## src/rtl/serial_fifo_pkg.sv

```systemverilog
// Shared depth defaults and drain-FSM encoding for serial_fifo and its byte queues.
package serial_fifo_pkg;

  localparam int SFIFO_TX_AW = 4;
  localparam int SFIFO_RX_AW = 4;

  typedef enum logic {
    DRAIN_IDLE = 1'b0,
    DRAIN_SEND = 1'b1
  } drain_state_t;

  function automatic int depth_of(input int aw);
    return 1 << aw;
  endfunction

endpackage

```

## src/rtl/serial_fifo_byte_fifo.sv

```systemverilog
// Circular byte queue with first-word-fall-through head; a push is visible at the head one cycle later.
// When full, a push is taken only alongside an accepted pop; otherwise o_drop pulses for that cycle.
module byte_fifo
  import serial_fifo_pkg::*;
#(
  parameter int AW = 4
) (
  input  logic          clk,
  input  logic          rst,
  input  logic          i_push,
  input  logic [7:0]    i_dat,
  input  logic          i_pop,
  output logic [7:0]    o_dat,
  output logic [AW:0]   o_count,
  output logic          o_full,
  output logic          o_empty,
  output logic          o_drop
);

  localparam int          DEPTH    = depth_of(AW);
  localparam logic [AW:0] FULL_CNT = (AW+1)'(DEPTH);

  logic [7:0]    r_mem [DEPTH];
  logic [AW-1:0] r_wr_ptr;
  logic [AW-1:0] r_rd_ptr;
  logic [AW:0]   r_count;

  logic w_full;
  logic w_empty;
  logic w_pop_ok;
  logic w_push_ok;

  assign w_full    = (r_count == FULL_CNT);
  assign w_empty   = (r_count == '0);
  assign w_pop_ok  = i_pop && !w_empty;
  // A pop in the same cycle frees the slot the push needs.
  assign w_push_ok = i_push && (!w_full || w_pop_ok);

  always_ff @(posedge clk) begin
    if (w_push_ok) begin
      r_mem[r_wr_ptr] <= i_dat;
    end
  end

  always_ff @(posedge clk) begin
    if (rst) begin
      r_wr_ptr <= '0;
      r_rd_ptr <= '0;
      r_count  <= '0;
    end else begin
      if (w_push_ok) begin
        r_wr_ptr <= r_wr_ptr + AW'(1);
      end
      if (w_pop_ok) begin
        r_rd_ptr <= r_rd_ptr + AW'(1);
      end
      case ({w_push_ok, w_pop_ok})
        2'b10:   r_count <= r_count + (AW+1)'(1);
        2'b01:   r_count <= r_count - (AW+1)'(1);
        default: r_count <= r_count;
      endcase
    end
  end

  assign o_dat   = r_mem[r_rd_ptr];
  assign o_count = r_count;
  assign o_full  = w_full;
  assign o_empty = w_empty;
  assign o_drop  = i_push && !w_push_ok;

endmodule

```

## src/rtl/serial_fifo.sv

```systemverilog
// Byte buffering between host logic and serial_port: TX queue drained by a strobe FSM, RX queue filled by rx_stb.
// TX strobe follows a push by two cycles when the port is ready; dropped pushes on either side set sticky flags.
module serial_fifo
  import serial_fifo_pkg::*;
#(
  parameter int TX_AW = SFIFO_TX_AW,
  parameter int RX_AW = SFIFO_RX_AW
) (
  input  logic             clk,
  input  logic             rst,
  input  logic [7:0]       tx_wr_dat,
  input  logic             tx_wr_stb,
  output logic             tx_full,
  output logic [TX_AW:0]   tx_count,
  output logic             tx_ovf,
  output logic [7:0]       rx_rd_dat,
  input  logic             rx_rd_stb,
  output logic             rx_empty,
  output logic [RX_AW:0]   rx_count,
  output logic             rx_ovf,
  input  logic             ovf_clr,
  output logic [7:0]       sp_tx_dat,
  output logic             sp_tx_stb,
  input  logic             sp_tx_rdy,
  input  logic [7:0]       sp_rx_dat,
  input  logic             sp_rx_stb
);

  drain_state_t r_state;
  logic         r_sp_tx_stb;
  logic [7:0]   r_sp_tx_dat;
  logic         r_tx_ovf;
  logic         r_rx_ovf;

  logic       w_tx_pop;
  logic       w_tx_empty;
  logic [7:0] w_tx_head;
  logic       w_tx_drop;
  logic       w_rx_drop;
  logic       w_rx_full_unused;

  byte_fifo #(.AW(TX_AW)) u_tx_fifo (
    .clk     (clk),
    .rst     (rst),
    .i_push  (tx_wr_stb),
    .i_dat   (tx_wr_dat),
    .i_pop   (w_tx_pop),
    .o_dat   (w_tx_head),
    .o_count (tx_count),
    .o_full  (tx_full),
    .o_empty (w_tx_empty),
    .o_drop  (w_tx_drop)
  );

  byte_fifo #(.AW(RX_AW)) u_rx_fifo (
    .clk     (clk),
    .rst     (rst),
    .i_push  (sp_rx_stb),
    .i_dat   (sp_rx_dat),
    .i_pop   (rx_rd_stb),
    .o_dat   (rx_rd_dat),
    .o_count (rx_count),
    .o_full  (w_rx_full_unused),
    .o_empty (rx_empty),
    .o_drop  (w_rx_drop)
  );

  // tx_rdy is only trusted in IDLE; in SEND it still reflects the pre-strobe port state.
  assign w_tx_pop = (r_state == DRAIN_IDLE) && !w_tx_empty && sp_tx_rdy;

  always_ff @(posedge clk) begin
    if (rst) begin
      r_state     <= DRAIN_IDLE;
      r_sp_tx_stb <= 1'b0;
      r_sp_tx_dat <= 8'd0;
    end else begin
      case (r_state)
        DRAIN_IDLE: begin
          if (w_tx_pop) begin
            r_sp_tx_dat <= w_tx_head;
            r_sp_tx_stb <= 1'b1;
            r_state     <= DRAIN_SEND;
          end
        end
        DRAIN_SEND: begin
          r_sp_tx_stb <= 1'b0;
          r_state     <= DRAIN_IDLE;
        end
      endcase
    end
  end

  always_ff @(posedge clk) begin
    if (rst) begin
      r_tx_ovf <= 1'b0;
      r_rx_ovf <= 1'b0;
    end else begin
      if (w_tx_drop) begin
        r_tx_ovf <= 1'b1;
      end else if (ovf_clr) begin
        r_tx_ovf <= 1'b0;
      end
      if (w_rx_drop) begin
        r_rx_ovf <= 1'b1;
      end else if (ovf_clr) begin
        r_rx_ovf <= 1'b0;
      end
    end
  end

  assign sp_tx_stb = r_sp_tx_stb;
  assign sp_tx_dat = r_sp_tx_dat;
  assign tx_ovf    = r_tx_ovf;
  assign rx_ovf    = r_rx_ovf;

endmodule
```

## config.mk

```make
export PLATFORM = sky130hd
export DESIGN_NAME = serial_fifo
export DESIGN_NICKNAME = d
export VERILOG_FILES = /design/src/rtl/serial_fifo_pkg.sv /design/src/rtl/serial_fifo_byte_fifo.sv /design/src/rtl/serial_fifo.sv
export SDC_FILE = /design/constraint.sdc
export NUM_CORES = 1
export LEC_CHECK = 0
export ABC_AREA = 1
export BUFFER_PORTS_ARGS = -buffer_cell sky130_fd_sc_hd__clkbuf_2
export CAP_MARGIN = 20
export CORE_ASPECT_RATIO = 0.9
export CORE_MARGIN = 2
export CORE_UTILIZATION = 50
export CTS_BUF_LIST = sky130_fd_sc_hd__clkbuf_16
export DETAILED_ROUTE_END_ITERATION = 7
export GPL_TIMING_DRIVEN = 0
export PLACE_DENSITY = 0.67
export SKIP_LAST_GASP = 1
export SLEW_MARGIN = 15
export SYNTH_ARGS = -nofsm -noshare
export SYNTH_HDL_FRONTEND = slang
export SYNTH_HIERARCHICAL = 1
export SYNTH_SLANG_ARGS = --single-unit
```

## constraint.sdc

```tcl
create_clock -name clk -period 2.5 [get_ports clk]
set_input_delay 0.375 -clock clk [delete_from_list [all_inputs] [get_ports clk]]
set_output_delay 0.375 -clock clk [all_outputs]
set_load 0.01 [all_outputs]
```

Yosys cells after proc, flatten, opt, wreduce, memory -nomap -nowiden. Memory sizes are Yosys's and may differ from the RTL's. A register that Yosys moved wholly into a read port is not among the register bits. Cells that the tools add are included.

$add $sub $neg: 8. Equal/unequal tests: 7. Multiplexer cells: 15. Bitwise operators: 1. Reductions and logical operators: 23.

Operators with widths (number): 5-bit one-hot mux with 2 select lines (2); 4-bit by 1-bit adder with 4-bit output (second input constant) (4); 5-bit by 1-bit adder with 5-bit output (second input constant) (2); 5-bit == test (second input constant) (2); 5-bit zero test (2); 5-bit by 1-bit subtractor with 5-bit output (second input constant) (2); 1-bit 2-to-1 mux (9); 1-bit logical AND (8); 4-bit 2-to-1 mux (2); 2-bit nonzero test (4); 1-bit zero test (6); 2-bit by 1-bit == test with 1-bit output (second input constant) (2); 2-bit == test (second input constant) (2); 1-bit one-hot mux with 2 select lines (2); 1-bit logical OR (2); 2-bit by 1-bit inequality test with 1-bit output (second input constant) (1); 2-bit AND reduction (1); 1-bit NOT (1).

Register bits after elaboration: 30. Memory bits (writable): 256. Input port bits: 23. Output and inout port bits: 31. Logic and storage cells: 66. Memories: 2.

Memory list: u_rx_fifo.r_mem (words 16, bits a word 8, read ports 1, clocked after memory_dff 1, write ports 1, line serial_fifo_byte_fifo.sv:23) `logic [7:0] r_mem [DEPTH];`; u_tx_fifo.r_mem (words 16, bits a word 8, read ports 1, clocked after memory_dff 1, write ports 1, line serial_fifo_byte_fifo.sv:23).

Logic depth before layout (Yosys ltp). Gate-level depths: netlist of run 1.

Word-level depth: 10. Mapped depth: 18.

By module. The synthesis of run 1 kept the hierarchy.

Modules (own cells, without submodules): byte_fifo (u_tx_fifo) (instances 1, cells each 539, area an instance 6187.2 sq um); byte_fifo (u_rx_fifo) (instances 1, cells each 539, area an instance 6159.7 sq um); serial_fifo (instances 1, cells each 68, area an instance 513.0 sq um).

Worst setup path after synthesis of run 1. No wires, ideal clock.

Path kind: register to register. From: register u_tx_fifo.r_count[0], in the netlist u_tx_fifo/o_count[0]. To: register u_tx_fifo.r_count[4], in the netlist u_tx_fifo/o_count[4]. Setup time: 115 ps. Arrival: 2200 ps. Data required time: 2385 ps. Slack: 185 ps. Cell stages (with the launch flop): 17. Buffers on the path: 1. Clock period less this slack: 2315 ps. Cell sequence: dfxtp_1 -> nor2_2 -> nand3_2 -> inv_1 -> nor2_4 -> buf_8 -> nand2_4 -> inv_1 -> nand2_4 -> inv_2 -> nand2_4 -> fa_1 -> nand3b_1 -> nand3_1 -> nand2_1 -> a21oi_1 -> nor2_1.

Cells in the longest elaborated chain, start to end: 9.

RTL lines: from (decl) (line serial_fifo_byte_fifo.sv:26) `logic [AW:0] r_count;`; from (signal assigned) (line serial_fifo_byte_fifo.sv:58) `2'b10: r_count <= r_count + (AW+1)'(1);`; from (signal assigned) (line serial_fifo_byte_fifo.sv:59) `2'b01: r_count <= r_count - (AW+1)'(1);`; from (signal assigned) (line serial_fifo_byte_fifo.sv:60) `default: r_count <= r_count;`; 5-bit zero test (*) (line serial_fifo_byte_fifo.sv:34) `assign w_empty = (r_count == '0);`; net w_tx_empty (line serial_fifo.sv:36) `logic w_tx_empty;`; 1-bit zero test (*) (line serial_fifo.sv:69) `assign w_tx_pop = (r_state == DRAIN_IDLE) && !w_tx_empty && sp_tx_rdy;`; 1-bit logical AND (*) (2 in a row) (line serial_fifo.sv:69); net w_tx_pop (line serial_fifo.sv:35) `logic w_tx_pop;`; 1-bit logical AND (*) (line serial_fifo_byte_fifo.sv:35) `assign w_pop_ok = i_pop && !w_empty;`; 1-bit logical OR (line serial_fifo_byte_fifo.sv:37) `assign w_push_ok = i_push && (!w_full || w_pop_ok);`; 1-bit logical AND (line serial_fifo_byte_fifo.sv:37); 2-bit by 1-bit == test with 1-bit output / 2-bit == test (equally long branches) (line serial_fifo_byte_fifo.sv:57) `case ({w_push_ok, w_pop_ok})`; 5-bit one-hot mux with 2 select lines / 2-bit nonzero test (equally long branches).

Mark *: on every way through the listed nets, which the timed path passes. The rest lies on a longest branch. A chain may end at the register's enable or synchronous reset.

==> metrics.cfg, run 1 <==
[drt]
detail-route-antenna-nets = 0
detail_route.wl_per_cell_um = 18.9
vias = 8743
top_layer = met4
drt_pre_antenna_iters = 4
met3_length_um = 2820
wl_met1_um = 13300
wl_met2_um = 13600
drc_errors = 0
drtIter0Drc = 931
avgViaCountPerCell = 5.46
drt-total-wl_um = 30300

[yosys]
yosysMostFrequentCell = edfxtp_1
synth-compound-area-share_pct = 10.6
synth_simple_gate_area_share_pct = 12.2
yosysSeqAreaShare_pct = 66.9
syn_inst = 1146
synth_top_area_cell = edfxtp_1
ys_ff_latch = 302
synth.mux.area_fraction_pct = 0
synth_top_cells_by_area = edfxtp_1, dfxtp_1, inv_1, nand3_1, nand2_1
async_reset_ff_share_pct = 0
yosysWarnings = 6
synth_edf_count = 256
synthAdderAreaFrac_pct = 1.87
syn_area_um2 = 12900
synth_top_flop_cell = edfxtp_1
synth_xor_area_share_pct = 0.545
synth_top_family_by_area = simple AND/OR/NAND/NOR gates
synth_area_per_cell_um2 = 11.2
synth_common_cells = edfxtp_1, inv_1, nand2_1
syn_nets = 1187
synth_cell_type_count = 29
synth_top_area_share_pct = 59.8

[cts]
cts_made_buffers = 31
cts_tree = built
h-tree-depth = 1
clockRootBuffer = clkbuf_16
clkLatencyLatePin_ns = 0.55
clkTransAtPathRegs_ns = 0.06
clk_path_buf_depth = 3
hold_buffers = 0
numClockSinks = 302

[timing]
hold-worst-slack_ns = 0.107
worstMarginPinSlew_ns = 0.915
min_period_ns = 2.40
tns_ns = 0
rsz0062_at_grt = true
timing.final.crit_share_pct = 96.1
finClkSkew_ns = 0.0181
setup_viol = 0
relSlewSlack_pct = 38.8
hold_viol = 0
final_max_slew_viol_count = 0
fmax_mhz = 416

[final_layout]
final_util_pct = 58.1
drive_above_1_share_pct = 16.4
n_antenna_cell = 0
finalNonFillerCells = 1600
area_delta_synth_final_pct = 13.8
nets = 1274

[critical_path]
critPathLaunchType = flip-flop
cp.required_ns = 2.12
critPathCaptureType = primary output
critPathKind = flip-flop to primary output
arrival_ns = 2.03
crit_fanout = 10

[floorplan]
fp.dieH_um = 156
initial_utilization_pct = 51.1
die-width_um = 173
rows = 55
die_area_um2 = 27000
io_pins = 54
coreArea_um2 = 25200

[pwr]
power-per-cell-area_nw_per_um2 = 1010
peakVddDrop_v = 0.000803
p_leak_nw = 5.65
power_mw = 14.8

[place]
dp_cells = 1540
place_congestion = 0.980
hpwl_um = 20700
port_buffers = 52

[global_route]
grt_overflow = 0
grt_pass1_wl_um = 45200
grtUsageTotal_pct = 22.1
first_global_vias = 8228
antenna_found_initial = 0
grt_start_max_net_pins = 17

[run]
drv_cap = 0

[outcome]
outcome = completed

[worst_hold_path]
holdCritPathClass = input pin to flip-flop

-- power by group --
part	switching, mW	internal (mW)	total (mW)
clock	1.83	2.45	4.28
combinational	2.96	1.55	4.51
sequential	0.219	5.79	6.01
-- through the flow --
step                      instance area, µm²  setup slack, ns
final                                  14600           0.0965
after detailed placement               13500           -0.173
after global routing                   14600          -0.0611
after floorplan                        12900            0.185
after CTS                              14500           0.0147
after global placement                 13500           -0.109
-- worst paths after layout --
kind	from	to	slack (ns)	cells past startpoint
worst max-delay path	flip-flop	rx_rd_dat[5]	0.1	7
worst min-delay path	ovf_clr	rx_ovf	0.11	4
worst max register to register	u_tx_fifo/o_count[4]	u_tx_fifo/r_mem[2][3]	0.11	13
worst min register to register	u_tx_fifo/r_rd_ptr[2]	flip-flop	0.48	2
-- routing by layer --
metal	up-vias	GRT usage, %
met4	0	4.96
met2	324	34.5
met5	-	0
li1	4125	-
met1	4250	31.8
met3	44	5.00
-- cell type report --
type / instances / area [µm²]
buffer: 55 / 353
inverter: 182 / 692
sequential: 302 / 8620
timing repair buffer: 54 / 275
clock buffer: 31 / 776
multi-input combinational: 607 / 3310
fill: 2157 / 10500
clock inverter: 27 / 181
tap: 342 / 428
-- flip-flops by register name, summed over array words and instances (netlist names), named ones only --
| register | count |
|---|---|
| u_rx_fifo/r_mem | 128 |
| u_tx_fifo/r_mem | 128 |
| sp_tx_dat | 8 |
| u_rx_fifo/o_count | 5 |
| u_tx_fifo/o_count | 5 |
| u_rx_fifo/r_rd_ptr | 4 |
| u_rx_fifo/r_wr_ptr | 4 |
| u_tx_fifo/r_rd_ptr | 4 |
| u_tx_fifo/r_wr_ptr | 4 |
| r_state | 1 |
| rx_ovf | 1 |
| sp_tx_stb | 1 |
| tx_ovf | 1 |
-- layout by cell type, fill, tap and decap left out, types with 4 or more instances in the layout --
cell type and instances:
edfxtp_1 256, inv_1 183, nand2_1 123, nand3_1 120, a21oi_1 87, o21ai_0 74, nor2_1 63, o211ai_1 60
clkbuf_2 55, dfxtp_1 40, clkbuf_16 31, buf_2 24, nor2_2 18, ha_1 14, buf_6 9, clkbuf_1 9
nand2_2 8, nand2_4 7, clkinv_2 6, buf_4 6, o21ai_1 6, xor2_1 6, clkinv_1 5, inv_2 5
clkbuf_4 5, a21oi_2 4, clkinvlp_4 4, nand3_2 4, o211ai_2 4, dfxtp_2 4
-- cells by family (layout without fill, tap and decap cells) --
kind of cell             after synthesis  after routing
adder cells (fa/ha/maj)               18             18
XOR/XNOR                               8              8
flip-flops                           302            302
AO/OA/AOI/OAI                        235            235
buffers and inverters                237            349
AND/OR/NAND/NOR                      346            346
-- critical path, cell delays in order (launching register included) --
cell and delay [ns]:
dfxtp_2 0.33, buf_6 0.14, clkbuf_2 0.20, o21ai_0 0.29
nand3_1 0.19, nand3_1 0.12, nand2_1 0.07, clkbuf_2 0.13
-- what timing repair did --
item / CTS / global route
buffers inserted: 1 / 1
gates cloned: 0 / 0
resized for setup: 14 / 36
pin swaps: 1 / 4
endpoints found under the setup margin: 133 / 88
Power figures use the tool's default switching activity.
==> inputs of run 2 (changes only) <==
Settings changed: CELL_PAD_IN_SITES_DETAIL_PLACEMENT from default to 0, CELL_PAD_IN_SITES_GLOBAL_PLACEMENT from default to 1, PLACE_DENSITY 0.67 to default, PLACE_DENSITY_LB_ADDON from default to 0.1.
Clock period 2.5 ns to 3.1 ns, I/O delays scaled along.
==> run 2 against run 1 <==
Wire length is 2.9% higher. Sequential power is 20% lower. Hold slack better by 0.11 ns. Critical path depth stayed put. Die area stayed put. Sequential cell count stayed put. Global-route usage is 1.0 points higher. Setup slack better by 0.26 ns. Combinational power is 21% lower.
==> metrics.cfg, run 2 (same netlist as run 1, synthesis figures left out) <==
[final_layout]
fillCellCount = 2207  ; +2.3%
final_cell_mix = edfxtp_1, inv_1, nand2_1, nand3_1, a21oi_1
multi_input_area_um2 = 3240  ; -2.3%
drive_above_1_share_pct = 13.3  ; -3.1 points
n_antenna_cell = 0  ; unchanged
area_delta_synth_final_pct = 12.2
final_util_pct = 57.3  ; -0.86 points
nets = 1272  ; -0.16%
stdcell_area_um2 = 14400  ; -1.5%
layout_commonest_cell = edfxtp_1
seqCellArea_um2 = 8610  ; -0.15%

[critical_path]
crit_fanout = 10  ; unchanged
critPathKind = flip-flop to primary output
worst-path-buf-inv = 3  ; unchanged
critPathMaxStageDelay_ns = 0.40  ; +0.07 ns
path_common_cell = nand3_1
arrival_ns = 2.28  ; +0.25 ns
worstReg2RegStart = u_tx_fifo/o_count[0]
critPathLaunchType = flip-flop
critPathCaptureType = primary output
path_cells = buf_6 > clkbuf_1 > o21ai_0 > nand3_1 > nand3_1 > nand2_1 > clkbuf_2
cp.required_ns = 2.63  ; +0.51 ns
slowest_stage = clkbuf_1
path_delay_family = buffers and inverters

[drt]
detail-route-antenna-nets = 0  ; unchanged
detail_route.wl_per_cell_um = 19.5  ; +3.2%
drtIter0Drc = 926  ; -0.54%
drc_errors = 0  ; unchanged
vias = 8660  ; -0.95%
drt_pre_antenna_iters = 5  ; +1
avgViaCountPerCell = 5.43  ; -0.58%
drt-total-wl_um = 31100  ; +2.9%

[cts]
ctsResizeCount = 0  ; -14
postCtsSetupBuffers = 0  ; -1
clkLatencyLatePin_ns = 0.54  ; about the same
clockRootBuffer = clkbuf_16
h-tree-depth = 1  ; unchanged
clk_path_buf_depth = 3  ; unchanged
hold_buffers = 0  ; unchanged
numClockSinks = 302  ; unchanged
cts_tree = built
clkTransAtPathRegs_ns = 0.06  ; about the same
cts_made_buffers = 31  ; unchanged

[timing]
fmax_mhz = 365
min_period_ns = 2.74
timing.final.crit_share_pct = 88.5
finClkSkew_ns = 0.0116  ; -0.00642 ns
worstMarginPinSlew_ns = 1.01  ; +0.0957 ns
relSlewSlack_pct = 32.4  ; -6.4 points
tns_ns = 0  ; unchanged
rsz0062_at_grt = false
hold_viol = 0  ; unchanged
hold-worst-slack_ns = 0.222  ; +0.115 ns
final_max_slew_viol_count = 0  ; unchanged
setup_viol = 0  ; unchanged

[pwr]
switching_share_pct = 34.6  ; +0.71 points
intPower_mw = 7.61  ; -22%
power_mw = 11.6  ; -21%
power-per-cell-area_nw_per_um2 = 806  ; -20%
peakVddDrop_v = 0.000473  ; -41%
p_seq_share_pct = 41.4  ; +0.8 points
pwr-share-clk_pct = 27.9  ; -1.0 points
p_comb_share_pct = 30.8  ; +0.3 points
p_leak_nw = 5.61  ; -0.67%
switchingPower_mw = 4.02  ; -20%

[global_route]
grtUsageTotal_pct = 23.1  ; +1.0 points
grt_start_max_net_pins = 17  ; unchanged
met1_usage_pct = 34.5  ; +2.7 points
met3_usage_pct = 5.58  ; +0.58 points
grt_overflow = 0  ; unchanged
grt_pass1_wl_um = 46900  ; +3.6%
busiest_layer = met1
antenna_found_initial = 0  ; unchanged
first_global_vias = 8142  ; -1.0%
grt.met2_usage_pct = 34.5  ; about the same

[place]
place_congestion = 0.951  ; -3.0%
port_buffers = 52  ; unchanged
hpwl_um = 21400  ; +3.3%
dpl_cell_area_um2 = 13500  ; unchanged

[run]
drv_cap = 0  ; unchanged

[worst_hold_path]
min_from = ovf_clr
holdCritPathClass = input pin to flip-flop

[floorplan]
rows = 55  ; unchanged
die-width_um = 173  ; unchanged
fp.dieH_um = 156  ; unchanged
die_area_um2 = 27000  ; unchanged
coreArea_um2 = 25200  ; unchanged
io_pins = 54  ; unchanged
initial_utilization_pct = 51.1  ; unchanged

[outcome]
outcome = completed

run 2: changes by cell type in the layout (fill, tap and decap cells not counted), sizes merged:
cell	previous run	this run
clkinv	12	15
clkbuf	100	95
clkinvlp	5	0
bufinv	2	0
buf	40	43
run 2: path summary, 6_finish.rpt:
check	to	slack (ns)	depth (start not counted)
hold reg to reg	sp_tx_dat[6]	0.48	2
hold / removal	rx_ovf	0.22	4
setup / recovery	rx_rd_dat[4]	0.36	7
setup reg to reg	u_tx_fifo/r_mem[11][7]	0.40	13
run 2: worst register-to-register path: stages (launching register included):
cell,delay [ns]
dfxtp_1,0.42
nor2_2,0.08
nand3_2,0.10
inv_1,0.07
nor2_4,0.20
buf_8,0.17
nand2_4,0.06
inv_1,0.09
nand2_4,0.09
nand2_2,0.09
nand2_4,0.09
inv_4,0.11
nand2_2,0.13
nor2_1,0.63
run 2: metal layers:
metal	routed length [µm]	part of all wire (%)
met5	0	0
met1	14200	46
met3	2920	9.4
met4	553	1.8
met2	13500	43
run 2: cell type report:
cell class | count | share of cell area, %
repair buffers | 52 | 1.80
multi-input cells | 607 | 22.4
clock buffers | 31 | 5.38
inverters | 182 | 4.77
well taps | 342 | 2.97
plain buffers | 55 | 2.26
clock inverters | 23 | 0.685
flip-flops and latches | 302 | 59.7
run 2: power by group through the flow:
stage	registers, mW	logic [mW]	clock network [mW]
floorplan	4.92	2.28	0
global route	4.84	3.93	3.45
global placement	4.89	3.50	0
detailed placement	4.89	3.53	0
CTS	4.81	3.54	3.31
finish	4.81	3.58	3.24
run 2: metrics by stage:
step / setup slack (ns) / instances
floorplan: 0.785 / 1146
global placement: 0.450 / 1540
detailed placement: 0.427 / 1540
CTS: 0.406 / 1594
global route: 0.171 / 1594
finish: 0.357 / 1594
==> inputs of run 3 (changes only) <==
Settings changed: CORE_ASPECT_RATIO 0.9 to 0.7.
==> run 3 against run 2 <==
Design area up 0.51%. Count of clock-buffer cells in the layout unchanged. Non-clock buffer count is the same. Setup slack better by 0.032 ns. First-iteration DRC count fell by 7.3%.
==> metrics.cfg, run 3 (same netlist as run 1, synthesis figures left out) <==
[critical_path]
arrival_ns = 2.25  ; -0.03 ns
cp.required_ns = 2.63  ; about the same
critPathCaptureType = primary output
critPathKind = flip-flop to primary output
reg2regPathDepth = 13  ; unchanged
r2r-end = u_tx_fifo/r_mem[1][1]
regToRegSetupSlack_ns = 0.41  ; about the same
worstReg2RegStart = u_tx_fifo/o_count[0]
crit_fanout = 10  ; unchanged
critPathLaunchType = flip-flop

[final_layout]
nets = 1271  ; -0.079%
stdcell_area_um2 = 14500  ; +0.51%
area_delta_synth_final_pct = 12.7
layout_commonest_cell = edfxtp_1
final_cell_mix = edfxtp_1, inv_1, nand2_1, nand3_1, a21oi_1
n_antenna_cell = 0  ; unchanged
drive_above_1_share_pct = 13.7  ; +0.41 points

[drt]
vias = 8709  ; +0.57%
detail_route.wl_per_cell_um = 20.1  ; +3.0%
drt-total-wl_um = 31800  ; +2.3%
drc_errors = 0  ; unchanged
detail-route-antenna-nets = 0  ; unchanged
drtIter0Drc = 858  ; -7.3%
avgViaCountPerCell = 5.51  ; +1.3%
drt_pre_antenna_iters = 5  ; unchanged

[place]
dpl_cell_area_um2 = 13500  ; -0.10%
dp_slack_ns = 0.385  ; -0.0422 ns
hpwl_um = 22300  ; +4.4%
place_congestion = 0.939  ; -1.3%
port_buffers = 52  ; unchanged

[outcome]
outcome = completed

[pwr]
pwr-share-clk_pct = 29.6  ; +1.7 points
intPower_mw = 7.86  ; +3.4%
peakVddDrop_v = 0.000538  ; +14%
p_comb_share_pct = 30.1  ; -0.7 points
switchingPower_mw = 4.09  ; +1.6%
p_leak_nw = 5.63  ; +0.41%
power_mw = 12.0  ; +2.8%
p_seq_share_pct = 40.4  ; -1.0 points
switching_share_pct = 34.2  ; -0.39 points
power-per-cell-area_nw_per_um2 = 824  ; +2.2%

[timing]
rsz0062_at_grt = false
finClkSkew_ns = 0.00842  ; -0.00323 ns
min_period_ns = 2.71  ; -0.0317 ns
timing.final.crit_share_pct = 87.4  ; -1.0 points
setup_viol = 0  ; unchanged
worst_slack_ns = 0.389  ; +0.0317 ns
hold_viol = 0  ; unchanged
fmax_mhz = 369  ; +1.2%
tns_ns = 0  ; unchanged
relSlewSlack_pct = 36.2  ; +3.8 points
worstMarginPinSlew_ns = 0.954  ; -0.0572 ns
final_max_slew_viol_count = 0  ; unchanged

[floorplan]
rows = 49  ; -11%
fp.dieH_um = 138  ; -12%
coreArea_um2 = 25500  ; +1.3%
io_pins = 54  ; unchanged
die_area_um2 = 27000  ; about the same
die-width_um = 196  ; +13%
initial_utilization_pct = 50.4  ; -0.64 points

[global_route]
grt_start_max_net_pins = 17  ; unchanged
grtUsageTotal_pct = 23.6  ; +0.57 points
first_global_vias = 7959  ; -2.2%
antenna_found_initial = 0  ; unchanged
grt_overflow = 0  ; unchanged
grt_pass1_wl_um = 47800  ; +2.0%

[cts]
ctsResizeCount = 0  ; unchanged
numClockSinks = 302  ; unchanged
clkTransAtPathRegs_ns = 0.06  ; about the same
clkLatencyLatePin_ns = 0.55  ; about the same
clk_path_buf_depth = 3  ; unchanged
postCtsSetupBuffers = 0  ; unchanged
h-tree-depth = 1  ; unchanged
hold_buffers = 0  ; unchanged
cts_made_buffers = 30  ; -3.2%
clockRootBuffer = clkbuf_16
cts_tree = built

[worst_hold_path]
whs_endpoint = tx_ovf
min_from = ovf_clr
holdCritPathClass = input pin to flip-flop
whs_path_depth = 4  ; unchanged

[run]
drv_cap = 0  ; unchanged

==> run 3: power by group through the flow <==
stage / clock network [mW] / registers, mW / logic [mW]
4_1_cts: 3.60 / 4.82 / 3.54
3_3_place_gp: 0 / 4.90 / 3.51
2_1_floorplan: 0 / 4.92 / 2.28
6_report: 3.54 / 4.82 / 3.59
5_1_grt: 3.74 / 4.86 / 3.96
3_5_place_dp: 0 / 4.91 / 3.53
==> run 3: how the worst max path moves through the flow <==
stage          cells past startpoint  slack (ns)                    end
2_1_floorplan                     16        0.78   u_tx_fifo/o_count[4]
3_3_place_gp                      13        0.42  u_tx_fifo/r_mem[9][2]
3_5_place_dp                      13        0.39  u_tx_fifo/r_mem[9][2]
4_1_cts                           13        0.37  u_tx_fifo/r_mem[9][7]
5_1_grt                           13        0.18  u_tx_fifo/r_mem[9][7]
6_report                           7        0.39           rx_rd_dat[6]
==> run 3: cell type report <==
type	count	area, µm²
repair buffers	52	260
fillers	2199	11000
well taps	331	414
flip-flops and latches	302	8610
multi-input cells	607	3240
clock buffers	31	776
inverters	182	688
clock inverters	22	186
plain buffers	55	327
==> run 3: per-layer routing <==
layer	wire, µm	vias up	GRT usage, %
met4	416	0	3.87
met2	12600	305	31.2
met5	0	-	0
li1	-	4112	-
met3	3090	33	5.64
met1	15800	4259	39.6
==> run 3: through the flow <==
stage / instances / utilization [%] / hold slack [ns]
after global routing: 1582 / 56.8 / 0.244
after CTS: 1582 / 56.8 / 0.199
final: 1582 / 56.8 / 0.214
after detailed placement: 1529 / 53.1 / 0.473
after floorplan: 1146 / - / 0.447
after global placement: 1529 / 53.1 / 0.467
==> run 3: worst max-delay path: stages (launching register included) <==
cell,delay (ns)
dfxtp_1,0.36
buf_6,0.17
clkbuf_1,0.44
o21ai_0,0.20
nand3_1,0.18
nand3_1,0.11
nand2_1,0.11
clkbuf_2,0.14
